[src/rtl/display_frame_buf_sched_if.sv]
// ---------------------------------------------------------------------------
// display_frame_buf_sched_if
//
// Purpose: groups the writer handshake, the display DMA read-command channel,
// the frame-start/enable controls and the statistics outputs of the
// display frame-buffer scheduler into a single bundle.
//
// Signals (direction seen from the scheduler, modport "slave"):
//   enable        in   level, allows read commands to be issued
//   frame_start   in   one-cycle display VS pulse (already in sys_clk domain)
//   wr_req        in   writer buffer request, held until wr_grant
//   wr_grant      out  one-cycle grant pulse
//   wr_buf_idx    out  granted buffer index
//   wr_done       in   one-cycle pulse, granted buffer fully written
//   rd_cmd_valid  out  read command valid
//   rd_cmd_ready  in   read command accepted
//   rd_cmd_addr   out  start address of the buffer to read
//   rd_cmd_len    out  frame length in bytes
//   rd_done       in   one-cycle pulse, DMA finished reading the frame
//   rd_buf_idx    out  index of the buffer currently being read
//   sched_state   out  0 IDLE, 1 CMD, 2 BUSY
//   underrun_cnt, repeat_cnt, drop_cnt  out  saturating statistics
//
// The "master" modport is the mirror image, used by whatever drives the
// scheduler (writer DMA / display DMA / test environment).
// ---------------------------------------------------------------------------
interface display_frame_buf_sched_if #(
  parameter int ADDR_WIDTH = 32
);
  logic                  enable;
  logic                  frame_start;
  logic                  wr_req;
  logic                  wr_grant;
  logic [1:0]            wr_buf_idx;
  logic                  wr_done;
  logic                  rd_cmd_valid;
  logic                  rd_cmd_ready;
  logic [ADDR_WIDTH-1:0] rd_cmd_addr;
  logic [23:0]           rd_cmd_len;
  logic                  rd_done;
  logic [1:0]            rd_buf_idx;
  logic [1:0]            sched_state;
  logic [15:0]           underrun_cnt;
  logic [15:0]           repeat_cnt;
  logic [15:0]           drop_cnt;

  modport slave (
    input  enable,
    input  frame_start,
    input  wr_req,
    input  wr_done,
    input  rd_cmd_ready,
    input  rd_done,
    output wr_grant,
    output wr_buf_idx,
    output rd_cmd_valid,
    output rd_cmd_addr,
    output rd_cmd_len,
    output rd_buf_idx,
    output sched_state,
    output underrun_cnt,
    output repeat_cnt,
    output drop_cnt
  );

  modport master (
    output enable,
    output frame_start,
    output wr_req,
    output wr_done,
    output rd_cmd_ready,
    output rd_done,
    input  wr_grant,
    input  wr_buf_idx,
    input  rd_cmd_valid,
    input  rd_cmd_addr,
    input  rd_cmd_len,
    input  rd_buf_idx,
    input  sched_state,
    input  underrun_cnt,
    input  repeat_cnt,
    input  drop_cnt
  );
endinterface

[src/rtl/display_frame_buf_sched.sv]
// ---------------------------------------------------------------------------
// display_frame_buf_sched
//
// Purpose: triple/quad frame-buffer scheduler for the HDMI display path.
// Hands DDR frame buffers to the frame writer, tracks the state of every
// buffer (FREE / WRITING / READY / READING) and issues one read command per
// display frame to the display DMA channel.
//
// Ports:
//   sys_clk  in  the only clock
//   rstn     in  asynchronous active-low reset
//   bus      display_frame_buf_sched_if.slave -- writer handshake, read
//            command channel, enable/frame_start and statistics counters
//
// Parameters:
//   NUM_BUF      buffer count, 3 or 4
//   ADDR_WIDTH   DMA address width
//   BASE_ADDR    address of buffer 0
//   FRAME_BYTES  bytes per frame; buffer k lives at BASE_ADDR + k*FRAME_BYTES
//
// Build option:
//   DISPLAY_FRAME_BUF_SCHED_STATS_EN  when defined, underrun_cnt, repeat_cnt
//   and drop_cnt are live saturating counters; otherwise they read 0 and no
//   counter logic exists. Scheduling is identical in both builds.
// ---------------------------------------------------------------------------
module display_frame_buf_sched #(
  parameter int                    NUM_BUF     = 3,
  parameter int                    ADDR_WIDTH  = 32,
  parameter logic [ADDR_WIDTH-1:0] BASE_ADDR   = 32'h0100_0000,
  parameter logic [23:0]           FRAME_BYTES = 24'd1843200
) (
  input  logic                            sys_clk,
  input  logic                            rstn,
  display_frame_buf_sched_if.slave        bus
);

  typedef enum logic [1:0] {
    BUF_FREE    = 2'd0,
    BUF_WRITING = 2'd1,
    BUF_READY   = 2'd2,
    BUF_READING = 2'd3
  } buf_state_t;

  typedef enum logic [1:0] {
    ST_IDLE = 2'd0,
    ST_CMD  = 2'd1,
    ST_BUSY = 2'd2
  } sched_state_t;

  // Per-buffer start addresses, fixed at elaboration (wraps modulo 2^ADDR_WIDTH)
  logic [ADDR_WIDTH-1:0] buf_addr_tbl [NUM_BUF];

  generate
    for (genvar gi = 0; gi < NUM_BUF; gi++) begin : g_addr
      localparam logic [63:0] BUF_ADDR_FULL = 64'(BASE_ADDR) + 64'(gi) * 64'(FRAME_BYTES);
      assign buf_addr_tbl[gi] = BUF_ADDR_FULL[ADDR_WIDTH-1:0];
    end
  endgenerate

  buf_state_t            buf_state_reg  [NUM_BUF];
  buf_state_t            buf_state_mid  [NUM_BUF];  // after the write-side update
  buf_state_t            buf_state_next [NUM_BUF];  // after the read-side update

  sched_state_t          state_reg, state_next;
  logic                  wr_grant_reg;
  logic [1:0]            wr_buf_idx_reg;
  logic                  rd_cmd_valid_reg, rd_cmd_valid_next;
  logic [ADDR_WIDTH-1:0] rd_cmd_addr_reg, rd_cmd_addr_next;
  logic [1:0]            rd_buf_idx_reg, rd_buf_idx_next;

  // Buffer occupancy summary of the current (registered) states
  logic       writing_found, ready_found, reading_found, free_found;
  logic [1:0] writing_idx, ready_idx, reading_idx, free_idx;

  logic       grant_now;
  logic       wr_done_eff;
  logic       sel_ready_found;
  logic [1:0] sel_ready_idx;
  logic [1:0] pick_idx;

  logic       drop_event, repeat_event, underrun_event;

  // -------------------------------------------------------------------------
  // Occupancy scan. At most one buffer is WRITING/READY/READING at a time,
  // so only the FREE search needs a priority (lowest index wins).
  // -------------------------------------------------------------------------
  always_comb begin
    writing_found = 1'b0;
    writing_idx   = 2'd0;
    ready_found   = 1'b0;
    ready_idx     = 2'd0;
    reading_found = 1'b0;
    reading_idx   = 2'd0;
    free_found    = 1'b0;
    free_idx      = 2'd0;
    for (int i = 0; i < NUM_BUF; i++) begin
      if (buf_state_reg[i] == BUF_WRITING) begin
        writing_found = 1'b1;
        writing_idx   = 2'(i);
      end
      if (buf_state_reg[i] == BUF_READY) begin
        ready_found = 1'b1;
        ready_idx   = 2'(i);
      end
      if (buf_state_reg[i] == BUF_READING) begin
        reading_found = 1'b1;
        reading_idx   = 2'(i);
      end
      if (buf_state_reg[i] == BUF_FREE && !free_found) begin
        free_found = 1'b1;
        free_idx   = 2'(i);
      end
    end
  end

  // -------------------------------------------------------------------------
  // Write side. A grant needs no WRITING buffer in the current state, so a
  // wr_done in the same cycle as wr_req can only lead to a later grant.
  // The wr_grant_reg term keeps the grant a single-cycle pulse.
  // -------------------------------------------------------------------------
  assign grant_now   = bus.wr_req && !writing_found && free_found && !wr_grant_reg;
  assign wr_done_eff = bus.wr_done && writing_found;
  assign drop_event  = wr_done_eff && ready_found;

  // A buffer finishing this cycle is already selectable by the reader.
  assign sel_ready_found = wr_done_eff || ready_found;
  assign sel_ready_idx   = wr_done_eff ? writing_idx : ready_idx;

  always_comb begin
    for (int i = 0; i < NUM_BUF; i++) begin
      buf_state_mid[i] = buf_state_reg[i];
      if (grant_now && free_idx == 2'(i)) begin
        buf_state_mid[i] = BUF_WRITING;
      end else if (wr_done_eff) begin
        if (buf_state_reg[i] == BUF_WRITING) begin
          buf_state_mid[i] = BUF_READY;
        end else if (buf_state_reg[i] == BUF_READY) begin
          buf_state_mid[i] = BUF_FREE;  // superseded frame is dropped
        end
      end
    end
  end

  // -------------------------------------------------------------------------
  // Read FSM: next state, registered-output next values, buffer hand-over.
  // -------------------------------------------------------------------------
  always_comb begin
    state_next        = state_reg;
    rd_cmd_valid_next = rd_cmd_valid_reg;
    rd_cmd_addr_next  = rd_cmd_addr_reg;
    rd_buf_idx_next   = rd_buf_idx_reg;
    pick_idx          = 2'd0;
    repeat_event      = 1'b0;
    underrun_event    = 1'b0;
    for (int i = 0; i < NUM_BUF; i++) begin
      buf_state_next[i] = buf_state_mid[i];
    end

    case (state_reg)
      ST_IDLE: begin
        if (bus.frame_start && bus.enable && (sel_ready_found || reading_found)) begin
          state_next        = ST_CMD;
          rd_cmd_valid_next = 1'b1;
          if (sel_ready_found) begin
            pick_idx = sel_ready_idx;
            // Newest frame takes over; the previously displayed one is released.
            for (int i = 0; i < NUM_BUF; i++) begin
              if (sel_ready_idx == 2'(i)) begin
                buf_state_next[i] = BUF_READING;
              end else if (buf_state_mid[i] == BUF_READING) begin
                buf_state_next[i] = BUF_FREE;
              end
            end
          end else begin
            // Nothing new: show the same frame again.
            pick_idx     = reading_idx;
            repeat_event = 1'b1;
          end
          rd_buf_idx_next = pick_idx;
          for (int i = 0; i < NUM_BUF; i++) begin
            if (pick_idx == 2'(i)) begin
              rd_cmd_addr_next = buf_addr_tbl[i];
            end
          end
        end
      end
      ST_CMD: begin
        underrun_event = bus.frame_start;
        if (bus.rd_cmd_ready) begin
          state_next        = ST_BUSY;
          rd_cmd_valid_next = 1'b0;
        end
      end
      ST_BUSY: begin
        underrun_event = bus.frame_start;
        if (bus.rd_done) begin
          state_next = ST_IDLE;
        end
      end
      default: begin
        state_next        = ST_IDLE;
        rd_cmd_valid_next = 1'b0;
      end
    endcase
  end

  // -------------------------------------------------------------------------
  // State registers
  // -------------------------------------------------------------------------
  generate
    for (genvar gi = 0; gi < NUM_BUF; gi++) begin : g_buf_state
      always_ff @(posedge sys_clk or negedge rstn) begin
        if (!rstn) begin
          buf_state_reg[gi] <= BUF_FREE;
        end else begin
          buf_state_reg[gi] <= buf_state_next[gi];
        end
      end
    end
  endgenerate

  always_ff @(posedge sys_clk or negedge rstn) begin
    if (!rstn) begin
      state_reg        <= ST_IDLE;
      wr_grant_reg     <= 1'b0;
      wr_buf_idx_reg   <= 2'd0;
      rd_cmd_valid_reg <= 1'b0;
      rd_cmd_addr_reg  <= '0;
      rd_buf_idx_reg   <= 2'd0;
    end else begin
      state_reg        <= state_next;
      wr_grant_reg     <= grant_now;
      if (grant_now) begin
        wr_buf_idx_reg <= free_idx;
      end
      rd_cmd_valid_reg <= rd_cmd_valid_next;
      rd_cmd_addr_reg  <= rd_cmd_addr_next;
      rd_buf_idx_reg   <= rd_buf_idx_next;
    end
  end

  // -------------------------------------------------------------------------
  // Statistics
  // -------------------------------------------------------------------------
`ifdef DISPLAY_FRAME_BUF_SCHED_STATS_EN
  logic [15:0] underrun_cnt_reg, repeat_cnt_reg, drop_cnt_reg;

  always_ff @(posedge sys_clk or negedge rstn) begin
    if (!rstn) begin
      underrun_cnt_reg <= 16'h0;
      repeat_cnt_reg   <= 16'h0;
      drop_cnt_reg     <= 16'h0;
    end else begin
      if (underrun_event && underrun_cnt_reg != 16'hFFFF) begin
        underrun_cnt_reg <= underrun_cnt_reg + 16'd1;
      end
      if (repeat_event && repeat_cnt_reg != 16'hFFFF) begin
        repeat_cnt_reg <= repeat_cnt_reg + 16'd1;
      end
      if (drop_event && drop_cnt_reg != 16'hFFFF) begin
        drop_cnt_reg <= drop_cnt_reg + 16'd1;
      end
    end
  end

  assign bus.underrun_cnt = underrun_cnt_reg;
  assign bus.repeat_cnt   = repeat_cnt_reg;
  assign bus.drop_cnt     = drop_cnt_reg;
`else
  // Event strobes are still produced by the scheduler but have no consumer.
  logic unused_stat_events;
  assign unused_stat_events = ^{underrun_event, repeat_event, drop_event};

  assign bus.underrun_cnt = 16'h0;
  assign bus.repeat_cnt   = 16'h0;
  assign bus.drop_cnt     = 16'h0;
`endif

  // -------------------------------------------------------------------------
  // Outputs
  // -------------------------------------------------------------------------
  assign bus.wr_grant     = wr_grant_reg;
  assign bus.wr_buf_idx   = wr_buf_idx_reg;
  assign bus.rd_cmd_valid = rd_cmd_valid_reg;
  assign bus.rd_cmd_addr  = rd_cmd_addr_reg;
  assign bus.rd_cmd_len   = FRAME_BYTES;
  assign bus.rd_buf_idx   = rd_buf_idx_reg;
  assign bus.sched_state  = state_reg;

endmodule

[src/flat_wrapper.sv]
// flat-port wrapper written by rule: the top's interface ports become plain ports
module display_frame_buf_sched_flat 
#(
  parameter int                    NUM_BUF     = 3,
  parameter int                    ADDR_WIDTH  = 32,
  parameter logic [ADDR_WIDTH-1:0] BASE_ADDR   = 32'h0100_0000,
  parameter logic [23:0]           FRAME_BYTES = 24'd1843200
)
  (sys_clk, rstn, bus_enable, bus_frame_start, bus_wr_req, bus_wr_done, bus_rd_cmd_ready, bus_rd_done, bus_wr_grant, bus_wr_buf_idx, bus_rd_cmd_valid, bus_rd_cmd_addr, bus_rd_cmd_len, bus_rd_buf_idx, bus_sched_state, bus_underrun_cnt, bus_repeat_cnt, bus_drop_cnt);
  display_frame_buf_sched_if #(.ADDR_WIDTH(ADDR_WIDTH)) bus_i ();
  input  logic sys_clk;
  input  logic rstn;
  input wire logic [$bits(bus_i.enable)-1:0] bus_enable;
  input wire logic [$bits(bus_i.frame_start)-1:0] bus_frame_start;
  input wire logic [$bits(bus_i.wr_req)-1:0] bus_wr_req;
  input wire logic [$bits(bus_i.wr_done)-1:0] bus_wr_done;
  input wire logic [$bits(bus_i.rd_cmd_ready)-1:0] bus_rd_cmd_ready;
  input wire logic [$bits(bus_i.rd_done)-1:0] bus_rd_done;
  output wire logic [$bits(bus_i.wr_grant)-1:0] bus_wr_grant;
  output wire logic [$bits(bus_i.wr_buf_idx)-1:0] bus_wr_buf_idx;
  output wire logic [$bits(bus_i.rd_cmd_valid)-1:0] bus_rd_cmd_valid;
  output wire logic [$bits(bus_i.rd_cmd_addr)-1:0] bus_rd_cmd_addr;
  output wire logic [$bits(bus_i.rd_cmd_len)-1:0] bus_rd_cmd_len;
  output wire logic [$bits(bus_i.rd_buf_idx)-1:0] bus_rd_buf_idx;
  output wire logic [$bits(bus_i.sched_state)-1:0] bus_sched_state;
  output wire logic [$bits(bus_i.underrun_cnt)-1:0] bus_underrun_cnt;
  output wire logic [$bits(bus_i.repeat_cnt)-1:0] bus_repeat_cnt;
  output wire logic [$bits(bus_i.drop_cnt)-1:0] bus_drop_cnt;
  assign bus_i.enable = bus_enable;
  assign bus_i.frame_start = bus_frame_start;
  assign bus_i.wr_req = bus_wr_req;
  assign bus_i.wr_done = bus_wr_done;
  assign bus_i.rd_cmd_ready = bus_rd_cmd_ready;
  assign bus_i.rd_done = bus_rd_done;
  assign bus_wr_grant = bus_i.wr_grant;
  assign bus_wr_buf_idx = bus_i.wr_buf_idx;
  assign bus_rd_cmd_valid = bus_i.rd_cmd_valid;
  assign bus_rd_cmd_addr = bus_i.rd_cmd_addr;
  assign bus_rd_cmd_len = bus_i.rd_cmd_len;
  assign bus_rd_buf_idx = bus_i.rd_buf_idx;
  assign bus_sched_state = bus_i.sched_state;
  assign bus_underrun_cnt = bus_i.underrun_cnt;
  assign bus_repeat_cnt = bus_i.repeat_cnt;
  assign bus_drop_cnt = bus_i.drop_cnt;
  display_frame_buf_sched #(.NUM_BUF(NUM_BUF), .ADDR_WIDTH(ADDR_WIDTH), .BASE_ADDR(BASE_ADDR), .FRAME_BYTES(FRAME_BYTES)) u_core (.sys_clk(sys_clk), .rstn(rstn), .bus(bus_i));
endmodule
[config.mk]
export PLATFORM = sky130hd
export DESIGN_NAME = display_frame_buf_sched_flat
export DESIGN_NICKNAME = d
export VERILOG_FILES = /design/src/rtl/display_frame_buf_sched_if.sv /design/src/rtl/display_frame_buf_sched.sv /design/src/flat_wrapper.sv
export SDC_FILE = /design/constraint.sdc
export NUM_CORES = 1
export LEC_CHECK = 0
export BUFFER_PORTS_ARGS = -buffer_cell sky130_fd_sc_hd__buf_2
export CAP_MARGIN = 10
export CORE_MARGIN = 10
export CORE_UTILIZATION = 45
export CTS_CLUSTER_DIAMETER = 30
export DETAILED_ROUTE_END_ITERATION = 6
export PLACE_DENSITY = 0.87
export REMOVE_ABC_BUFFERS = 1
export SYNTH_ARGS = -nofsm -noshare
export SYNTH_HDL_FRONTEND = slang
export SYNTH_SLANG_ARGS = --single-unit
export TNS_END_PERCENT = 100
[constraint.sdc]
create_clock -name sys_clk -period 5.39 [get_ports sys_clk]
set_input_delay 1.078 -clock sys_clk [delete_from_list [all_inputs] [get_ports sys_clk]]
set_output_delay 1.078 -clock sys_clk [all_outputs]
set_load 0.05 [all_outputs]
# [Word-level counts from Yosys, hierarchy flattened]
# Index checks and enable logic that the tools add are counted.
[op_classes] shift=0 eq_ne=23 div_mod_pow=0 n_reduce_logical=29 bitwise_logic=1 n_addsub=0 order_cmp=0 muxes=55 mul=0
[ops] cell="two-way mux 32 bit" n=3
[ops] cell="two-way mux 2 bit" n=29
[ops] cell="equality test 2 bit (second input constant)" n=13
[ops] cell="two-way mux 1 bit" n=18
[ops] cell="two-way mux 6 bit" n=3
[ops] cell="equality test 2 x 1 -> 1 bit (second input constant)" n=7
[ops] cell="zero test 2 bit" n=7
[ops] cell="logical AND 1 bit" n=11
[ops] cell="AND reduction 3 bit" n=3
[ops] cell="one-hot mux 2 bit (3 select lines)" n=1
[ops] cell="zero test 1 bit" n=4
[ops] cell="inequality test 2 bit (second input constant)" n=2
[ops] cell="one-hot mux 1 bit (3 select lines)" n=1
[ops] cell="nonzero test 3 bit" n=1
[ops] cell="logical OR 1 bit" n=2
[ops] cell="inequality test 2 x 1 -> 1 bit (second input constant)" n=1
[ops] cell="AND reduction 2 bit" n=1
[ops] cell="inverter 1 bit" n=1
[word_totals] output_inout_bits=112 memories=0 register_bits=46 rom_bits=0 in_bits=8 latch_bits=0 elab_cells=117 mem_bits_rw=0

# [Depth between registers and ports, before layout]
# Gate-level depths: netlist of run 1.
[logic_depth] ltp_word=18 ltp_mapped=10 depth_no_buf=8

# [Least setup slack after synthesis of run 1]
# OpenSTA, ideal clock, no wires.
[synth_timing] kind="input -> register" from="in bus_wr_done" to="reg u_core.rd_cmd_addr_reg[18] (netlist: u_core.bus.rd_cmd_addr[18])" cell_stages=9 setup_ps=127 arrival_time_ps=2602 path_buffers=1 setup_slack_ps=2660 required_time_ps=5263 path_cell_list="inv_2 -> a31o_1 -> buf_6 -> and3_2 -> a21oi_1 -> inv_1 -> ha_1 -> and2b_2 -> mux2_1"
[synth_via] elab_chain_cells=8 word_cells_on_any_way=15 classes_between="eq/ne (2); mux (6); reduce/logical (7)"
[synth_lines] element="from (decl)" line_no="flat_wrapper.sv:16" rtl="input wire logic [$bits(bus_i.wr_done)-1:0] bus_wr_done;"
[synth_lines] element="logical AND 1 bit *" line_no="display_frame_buf_sched.sv:122" rtl="assign wr_done_eff = bus.wr_done && writing_found;"
[synth_lines] element="two-way mux 2 bit or logical OR 1 bit (tied branches)" line_no="display_frame_buf_sched.sv:127, display_frame_buf_sched.sv:126"
[synth_lines] element="two-way mux 2 bit" line_no="display_frame_buf_sched.sv:164" rtl="if (sel_ready_found) begin"
[synth_lines] element="two-way mux 2 bit" line_no="display_frame_buf_sched.sv:161" rtl="if (bus.frame_start && bus.enable && (sel_ready_found || reading_found)) begin"
[synth_lines] element="two-way mux 2 bit" line_no="display_frame_buf_sched.sv:159" rtl="case (state_reg)"
[synth_lines] element="equality test 2 bit (tied with other cells)" line_no="display_frame_buf_sched.sv:181" rtl="if (pick_idx == 2'(i)) begin"
[synth_lines] element="nonzero test 3 bit (no source line) or two-way mux 32 bit (tied branches)"
[synth_lines] element="AND reduction 3 bit (no source line) or two-way mux 32 bit (tied branches)"
[synth_lines] element="to (signal assigned)" line_no="display_frame_buf_sched.sv:237" rtl="rd_cmd_addr_reg <= rd_cmd_addr_next;"
[synth_lines] element="to (decl)" line_no="display_frame_buf_sched.sv:68" rtl="logic [ADDR_WIDTH-1:0] rd_cmd_addr_reg, rd_cmd_addr_next;"
# Every way passes the cells marked *; elsewhere a longest branch is shown, timed or not. The select of a mux whose other input is x is not followed.
# A chain may end at the register's enable or synchronous reset.

# [Worst setup path after layout of run 1]
# Same ends and word-level chain as after synthesis.

==> flow_summary_export.csv, run 1 <==
group,metric,value,unit
status,outcome,"completed",
final_layout,fillerInstances,418,
final_layout,multi_input_area,947,um2
placed_design,weighted_congestion_reported_at_the_end_of_routability_driven_placement,0.868,
synth,synth.ff_latch_count,18,
cts,worstSkewPairLatency,250,ps
sta,rsz0062_at_grt,"no",
final_layout,num_antenna_cells,0,
global_route,grt_max_degree,19,
drt,drtIter0Drc,77,
drt,detailroute.via_count,1174,
synth,netlist-cell-type-count,46,
final_layout,flip_flop_count_of_the_largest_register_all_copies_and_words_added,6,
cts,tritoncts.num_buffers,3,
final_layout,layout_commonest_cell,"conb_1",
final_layout,final_layout_size_suffix_gt1_frac,0.174,
cts,cts_clk_pin_slew_worst_paths,70,ps
cts,root_buffer,"clkbuf_8",
sta,post-route-min-period,2790,ps
cts,numClockSinks,18,
floorplanning,die_w,84.3,um
final_layout,nets,243,
drt,postRouteAntennaNets,0,
floorplanning,floorplan.die.height,84.3,um
synth,count_of_flip_flops_with_a_built_in_enable_after_synthesis,0,
drt,viasPerCell,4.19,
floorplanning,initial_core_util,0.465,
power_and_ir_drop,pwr_density,645,mW/mm2
worst_setup_path,type_of_the_setup_path_with_the_least_slack,"input pin to flip-flop",
cts,cts-hold-fix-buffers,0,
worst_setup_path,crit_fanout,11,
worst_setup_path,timing.critical_path.from_type,"input pin",
final_layout,sequential_cell_area,450,um2
hold_path,hp-class,"flip-flop to flip-flop",
final_layout,post-route-cell-area,0.00163,mm2
synth,synth-seq-area-share,0.242,
final_layout,synthToLayoutAreaGrowth,-12.3,%
power_and_ir_drop,peakVddDrop,0.213,mV
cts,postCtsSetupRepairBufs,0,
worst_setup_path,cp-end-kind,"flip-flop",
drt,detail_route.wirelength,3660,um
sta,fin_tns_setup,0,ps
sta,hold_viol,0,
synth,synth-warning-count,0,
sta,max_freq,359,MHz
cts,h-tree-depth,1,
sta,final_min_period_over_clock_period,0.517,
worst_setup_path,worstPathCellList,"buf_2, inv_2, a31o_1, and3_2, a21oi_1, inv_1, ha_1, and2b_2, mux2_1",
placed_design,dp_cells,277,
synth,synth-async-reset-ratio,1.00,
synth,postSynthCellCount,216,
drt,routed_wire_length_per_instance,13.1,um
job,maxCapViolations,0,
placed_design,dpl.hpwl,3080,um
floorplanning,i_o_pins,120,
drt,firstDrtPassIters,4,
power_and_ir_drop,static_leakage,0.893,nW
drt,remaining_drc_errors,0,
final_layout,fin_cells,280,
worst_setup_path,timing.critical_path.arrival,2920,ps
sta,setup_violations,0,
synth,syn_avg_cell_area,8.61,um2
worst_setup_path,delay_contributed_by_the_slowest_stage_of_the_critical_path,340,ps
sta,hold_slack,467,ps
worst_setup_path,timing.critical_path.required,5530,ps
global_route,grt_pass1_vias,1302,
floorplanning,coreArea,0.00400,mm2
sta,worst_clock_skew,3.26,ps
placed_design,place.port_buffers,22,
worst_setup_path,crit_slowest_cell,"a31o_1",
sta,report.final.slew_viol_count,0,
cts,cts_repair_resize_count,0,
global_route,grt_pass1_wl,5890,um
synth,yosys_most_used_dff,"dfrtp_1",
cts,clock_path_buffers,2,
placed_design,postPlaceCellArea,0.00159,mm2
global_route,grt_overflow,0,
cts,tritoncts,"done",
synth,syn_area,0.00186,mm2
global_route,grt_use_total,0.0950,
floorplanning,core.rowCount,23,
final_layout,layout.cells.most_common_list,"conb_1 (97), buf_2 (22), dfrtp_1 (18), o21ai_0 (9)",
global_route,grt_antenna_before_repair,0,
floorplanning,total_die_area,0.00710,mm2
==> worst max-delay path, delay by kind of cell <==
family                   cells  cell delay [ps]
AND/OR/NAND/NOR              2              510
multiplexers                 1              330
adder cells (fa/ha/maj)      1              190
AO/OA/AOI/OAI                2              540
buffers and inverters        3              270
==> through the flow <==
step | util | power [W] | setup WS, ps
final | 0.408 | 0.00105 | 2600
after CTS | 0.408 | 0.00106 | 2600
after global placement | 0.397 | 0.000940 | 2430
after detailed placement | 0.397 | 0.000956 | 2330
after floorplan | - | 0.000828 | 2650
after global routing | 0.408 | 0.00113 | 2490
==> final timing paths <==
kind	start	endpoint	slack, ps	cells past startpoint
worst max-delay path	bus_wr_done	u_core.bus.rd_cmd_addr[18]$_DFFE_PN0P_	2600	9
worst min-delay path	u_core.bus.rd_cmd_addr[24]$_DFFE_PN0P_	u_core.bus.rd_cmd_addr[24]$_DFFE_PN0P_	470	1
min in group asynchronous	rstn	u_core.buf_state_reg[5]$_DFF_PN0_	740	1
worst max register to register	u_core.buf_state_reg[5]$_DFF_PN0_	u_core.bus.rd_cmd_addr[18]$_DFFE_PN0P_	2830	8
worst min register to register	u_core.bus.rd_cmd_addr[24]$_DFFE_PN0P_	u_core.bus.rd_cmd_addr[24]$_DFFE_PN0P_	470	1
max in group asynchronous	rstn	u_core.bus.wr_buf_idx[1]$_DFFE_PN0P_	4360	1
==> area by class of cell <==
type	count	share of cell area
multi-input combinational	182	0.581
sequential	18	0.276
timing repair buffer	22	0.0675
tap	50	0.0384
clock buffer	3	0.0253
inverter	5	0.0115
==> cell families (layout without fill, tap and decap cells) <==
group / count (synthesis) / in the layout / synth area share
AOI/OAI and AO/OA: 35 / 35 / 0.129
adders and majority gates: 3 / 3 / 0.0202
buffers and inverters: 111 / 30 / 0.440
DFF: 18 / 18 / 0.242
muxes: 4 / 4 / 0.0229
other: 2 / 97 / 0.00404
and+or+nand+nor: 43 / 43 / 0.142
==> synth_stat cells (2+ instances only) <==
cell type / count / area (um2)
a21o_1: 2 / 15.0
a21oi_1: 8 / 40.0
a31oi_1: 3 / 18.8
and2b_2: 3 / 26.3
buf_4: 100 / 751
buf_6: 2 / 22.5
clkbuf_1: 2 / 7.51
conb_1: 2 / 7.51
dfrtp_1: 18 / 450
ha_1: 3 / 37.5
inv_1: 4 / 15.0
mux2_1: 2 / 22.5
mux2i_1: 2 / 20.0
nand2_1: 2 / 7.51
nand2b_1: 4 / 25.0
nand2b_2: 3 / 26.3
nand3_1: 5 / 25.0
nor2_1: 8 / 30.0
nor2b_1: 5 / 31.3
nor3_1: 2 / 10.0
o211ai_1: 3 / 22.5
o21ai_0: 9 / 45.0
==> per-layer routing <==
layer / wire [um] / global-route usage / share of wire / vias to the layer above
li1: - / - / - / 543
met1: 1520 / 0.105 / 0.42 / 552
met2: 1710 / 0.156 / 0.47 / 75
met3: 404 / 0.0483 / 0.11 / 4
met4: 21 / 0.0274 / 0.0057 / 0
met5: 0 / 0 / 0 / -
==> where the power goes <==
part,total [W],switching (W),internal [W]
clock,0.0000946,0.0000449,0.0000497
sequential,0.000278,0.0000823,0.000196
combinational,0.000679,0.000502,0.000177
Power figures use the tool's default switching activity.
==> run 2, diff against run 1 <==
--- a/config.mk
+++ b/config.mk
@@ -8,10 +8,10 @@
 export BUFFER_PORTS_ARGS = -buffer_cell sky130_fd_sc_hd__buf_2
 export CAP_MARGIN = 10
 export CORE_MARGIN = 10
-export CORE_UTILIZATION = 45
+export CORE_UTILIZATION = 43
 export CTS_CLUSTER_DIAMETER = 30
 export DETAILED_ROUTE_END_ITERATION = 6
-export PLACE_DENSITY = 0.87
+export PLACE_DENSITY = 0.83
 export REMOVE_ABC_BUFFERS = 1
 export SYNTH_ARGS = -nofsm -noshare
 export SYNTH_HDL_FRONTEND = slang
==> constraint.sdc (replaced) <==
create_clock -name sys_clk -period 2.6 [get_ports sys_clk]
set_input_delay 0.52 -clock sys_clk [delete_from_list [all_inputs] [get_ports sys_clk]]
set_output_delay 0.52 -clock sys_clk [all_outputs]
set_load 0.05 [all_outputs]
==> run 2 against run 1 <==
  * Non-clock buffer count is 8 higher
  * Largest cell class unchanged
  * Clock-buffer cell count grew 1
  * Register-to-register slack got worse by 2600 ps
  * Global-route usage shrank 0.11 points
  * Sequential share of layout area shrank 1.2 points
  * Cell area rose by 4.5%
==> flow_summary_export.csv, run 2 (same netlist as run 1, synthesis figures left out) <==
group,metric,value,unit
hold_path,hp-class,"input pin to asynchronous set/reset pin",
floorplanning,total_die_area,0.00735,mm2
sta,hold_slack,189,ps
final_layout,flip_flop_count_of_the_largest_register_all_copies_and_words_added,6,
global_route,grt_max_degree,19,
drt,detailroute.via_count,1211,
cts,clock_path_buffers,2,
drt,detail_route.wirelength,3830,um
drt,firstDrtPassIters,4,
sta,report.final.slew_viol_count,0,
final_layout,layout.cells.most_common_list,"conb_1 (97), buf_2 (22), dfrtp_1 (18), o21ai_0 (9)",
worst_setup_path,timing.critical_path.from_type,"flip-flop",
drt,routed_wire_length_per_instance,13.2,um
status,outcome,"completed",
power_and_ir_drop,peakVddDrop,0.650,mV
final_layout,synthToLayoutAreaGrowth,-8.34,%
placed_design,weighted_congestion_reported_at_the_end_of_routability_driven_placement,0.817,
global_route,grt_overflow,0,
final_layout,layout_commonest_cell,"conb_1",
cts,h-tree-depth,1,
sta,setup_violations,0,
sta,post-route-min-period,2340,ps
sta,hold_viol,0,
sta,final_min_period_over_clock_period,0.901,
worst_setup_path,type_of_the_setup_path_with_the_least_slack,"flip-flop to flip-flop",
floorplanning,core.rowCount,23,
cts,worstSkewPairLatency,250,ps
cts,cts_repair_resize_count,0,
global_route,grt_use_total,0.0940,
cts,tritoncts.num_buffers,3,
cts,cts_clk_pin_slew_worst_paths,70,ps
placed_design,dp_slack,181,ps
floorplanning,die_w,85.8,um
final_layout,final_layout_size_suffix_gt1_frac,0.205,
cts,numClockSinks,18,
global_route,grt_pass1_wl,5980,um
power_and_ir_drop,static_leakage,0.940,nW
sta,max_freq,427,MHz
drt,viasPerCell,4.19,
final_layout,nets,251,
drt,drtIter0Drc,63,
floorplanning,i_o_pins,120,
worst_setup_path,crit_fanout,7,
placed_design,place.port_buffers,22,
cts,tritoncts,"done",
sta,rsz0062_at_grt,"no",
global_route,grt_pass1_vias,1307,
sta,fin_tns_setup,0,ps
floorplanning,floorplan.die.height,85.8,um
final_layout,num_antenna_cells,0,
job,maxCapViolations,0,
drt,remaining_drc_errors,0,
floorplanning,initial_core_util,0.455,
sta,worst_clock_skew,3.90,ps
placed_design,dpl.hpwl,3250,um
power_and_ir_drop,pwr_density,1350,mW/mm2
floorplanning,coreArea,0.00409,mm2
drt,postRouteAntennaNets,0,
cts,postCtsSetupRepairBufs,0,
sta,setup_ws,258,ps
worst_setup_path,cp-end-kind,"flip-flop",
worst_setup_path,timing.critical_path.required,2740,ps
cts,root_buffer,"clkbuf_8",
cts,cts-hold-fix-buffers,0,
worst_setup_path,timing.critical_path.arrival,2480,ps
final_layout,fillerInstances,446,
global_route,grt_antenna_before_repair,0,
final_layout,final_util,0.417,
-- run 2: changes by cell type in the layout (fill, tap and decap cells not counted) --
cell      delta
buf_4        +8
clkbuf_8     +1
-- run 2: layout make-up --
class,instances,area (um2),area share
Timing Repair Buffer,30,170,0.0999
Tap cell,50,62.6,0.0367
Multi-Input combinational cell,182,947,0.556
Inverter,5,18.8,0.0110
Clock buffer,4,55.1,0.0323
Sequential cell,18,450,0.264
-- run 2: critical path, stage by stage (launching register included) --
cell and delay, ps:
dfrtp_1 370, nand2b_2 200, a31o_1 310, and3_2 230
a21oi_1 240, inv_1 110, ha_1 180, and2b_2 250
mux2_1 330
-- run 2: layer usage --
layer / up-vias / global-route usage / part of all wire
met5: - / 0 / 0
met4: 0 / 0.00898 / 0
met3: 0 / 0.0568 / 0.14
met2: 82 / 0.161 / 0.47
met1: 571 / 0.100 / 0.39
li1: 558 / - / -
-- run 2: worst paths after layout --
| path | start | to | slack (ps) | depth (start not counted) |
|---|---|---|---|---|
| hold / removal | rstn | u_core.buf_state_reg[4]$_DFF_PN0_ | 190 | 1 |
| setup reg to reg | u_core.buf_state_reg[5]$_DFF_PN0_ | u_core.bus.rd_cmd_addr[18]$_DFFE_PN0P_ | 260 | 8 |
| hold reg to reg | u_core.bus.rd_cmd_valid$_DFFE_PN0P_ | u_core.bus.rd_cmd_valid$_DFFE_PN0P_ | 470 | 1 |
| max in group asynchronous | rstn | u_core.bus.sched_state[1]$_DFFE_PN0P_ | 2120 | 1 |
| setup / recovery | u_core.buf_state_reg[5]$_DFF_PN0_ | u_core.bus.rd_cmd_addr[18]$_DFFE_PN0P_ | 260 | 8 |
| min in group sys_clk | u_core.bus.rd_cmd_valid$_DFFE_PN0P_ | u_core.bus.rd_cmd_valid$_DFFE_PN0P_ | 470 | 1 |
-- run 2: power by group --
part,switching (W),total (W),leakage (nW),internal (W)
logic,0.00115,0.00158,0.692,0.000431
registers,0.0000863,0.000493,0.219,0.000406
clock network,0.0000957,0.000230,0.0288,0.000135
-- run 2: stage by stage --
stage / cells / power, W / area [um2]
floorplan: 205 / 0.00172 / 1420
global placement: 285 / 0.00203 / 1650
detailed placement: 285 / 0.00206 / 1650
CTS: 289 / 0.00231 / 1700
global route: 289 / 0.00247 / 1700
finish: 289 / 0.00230 / 1700
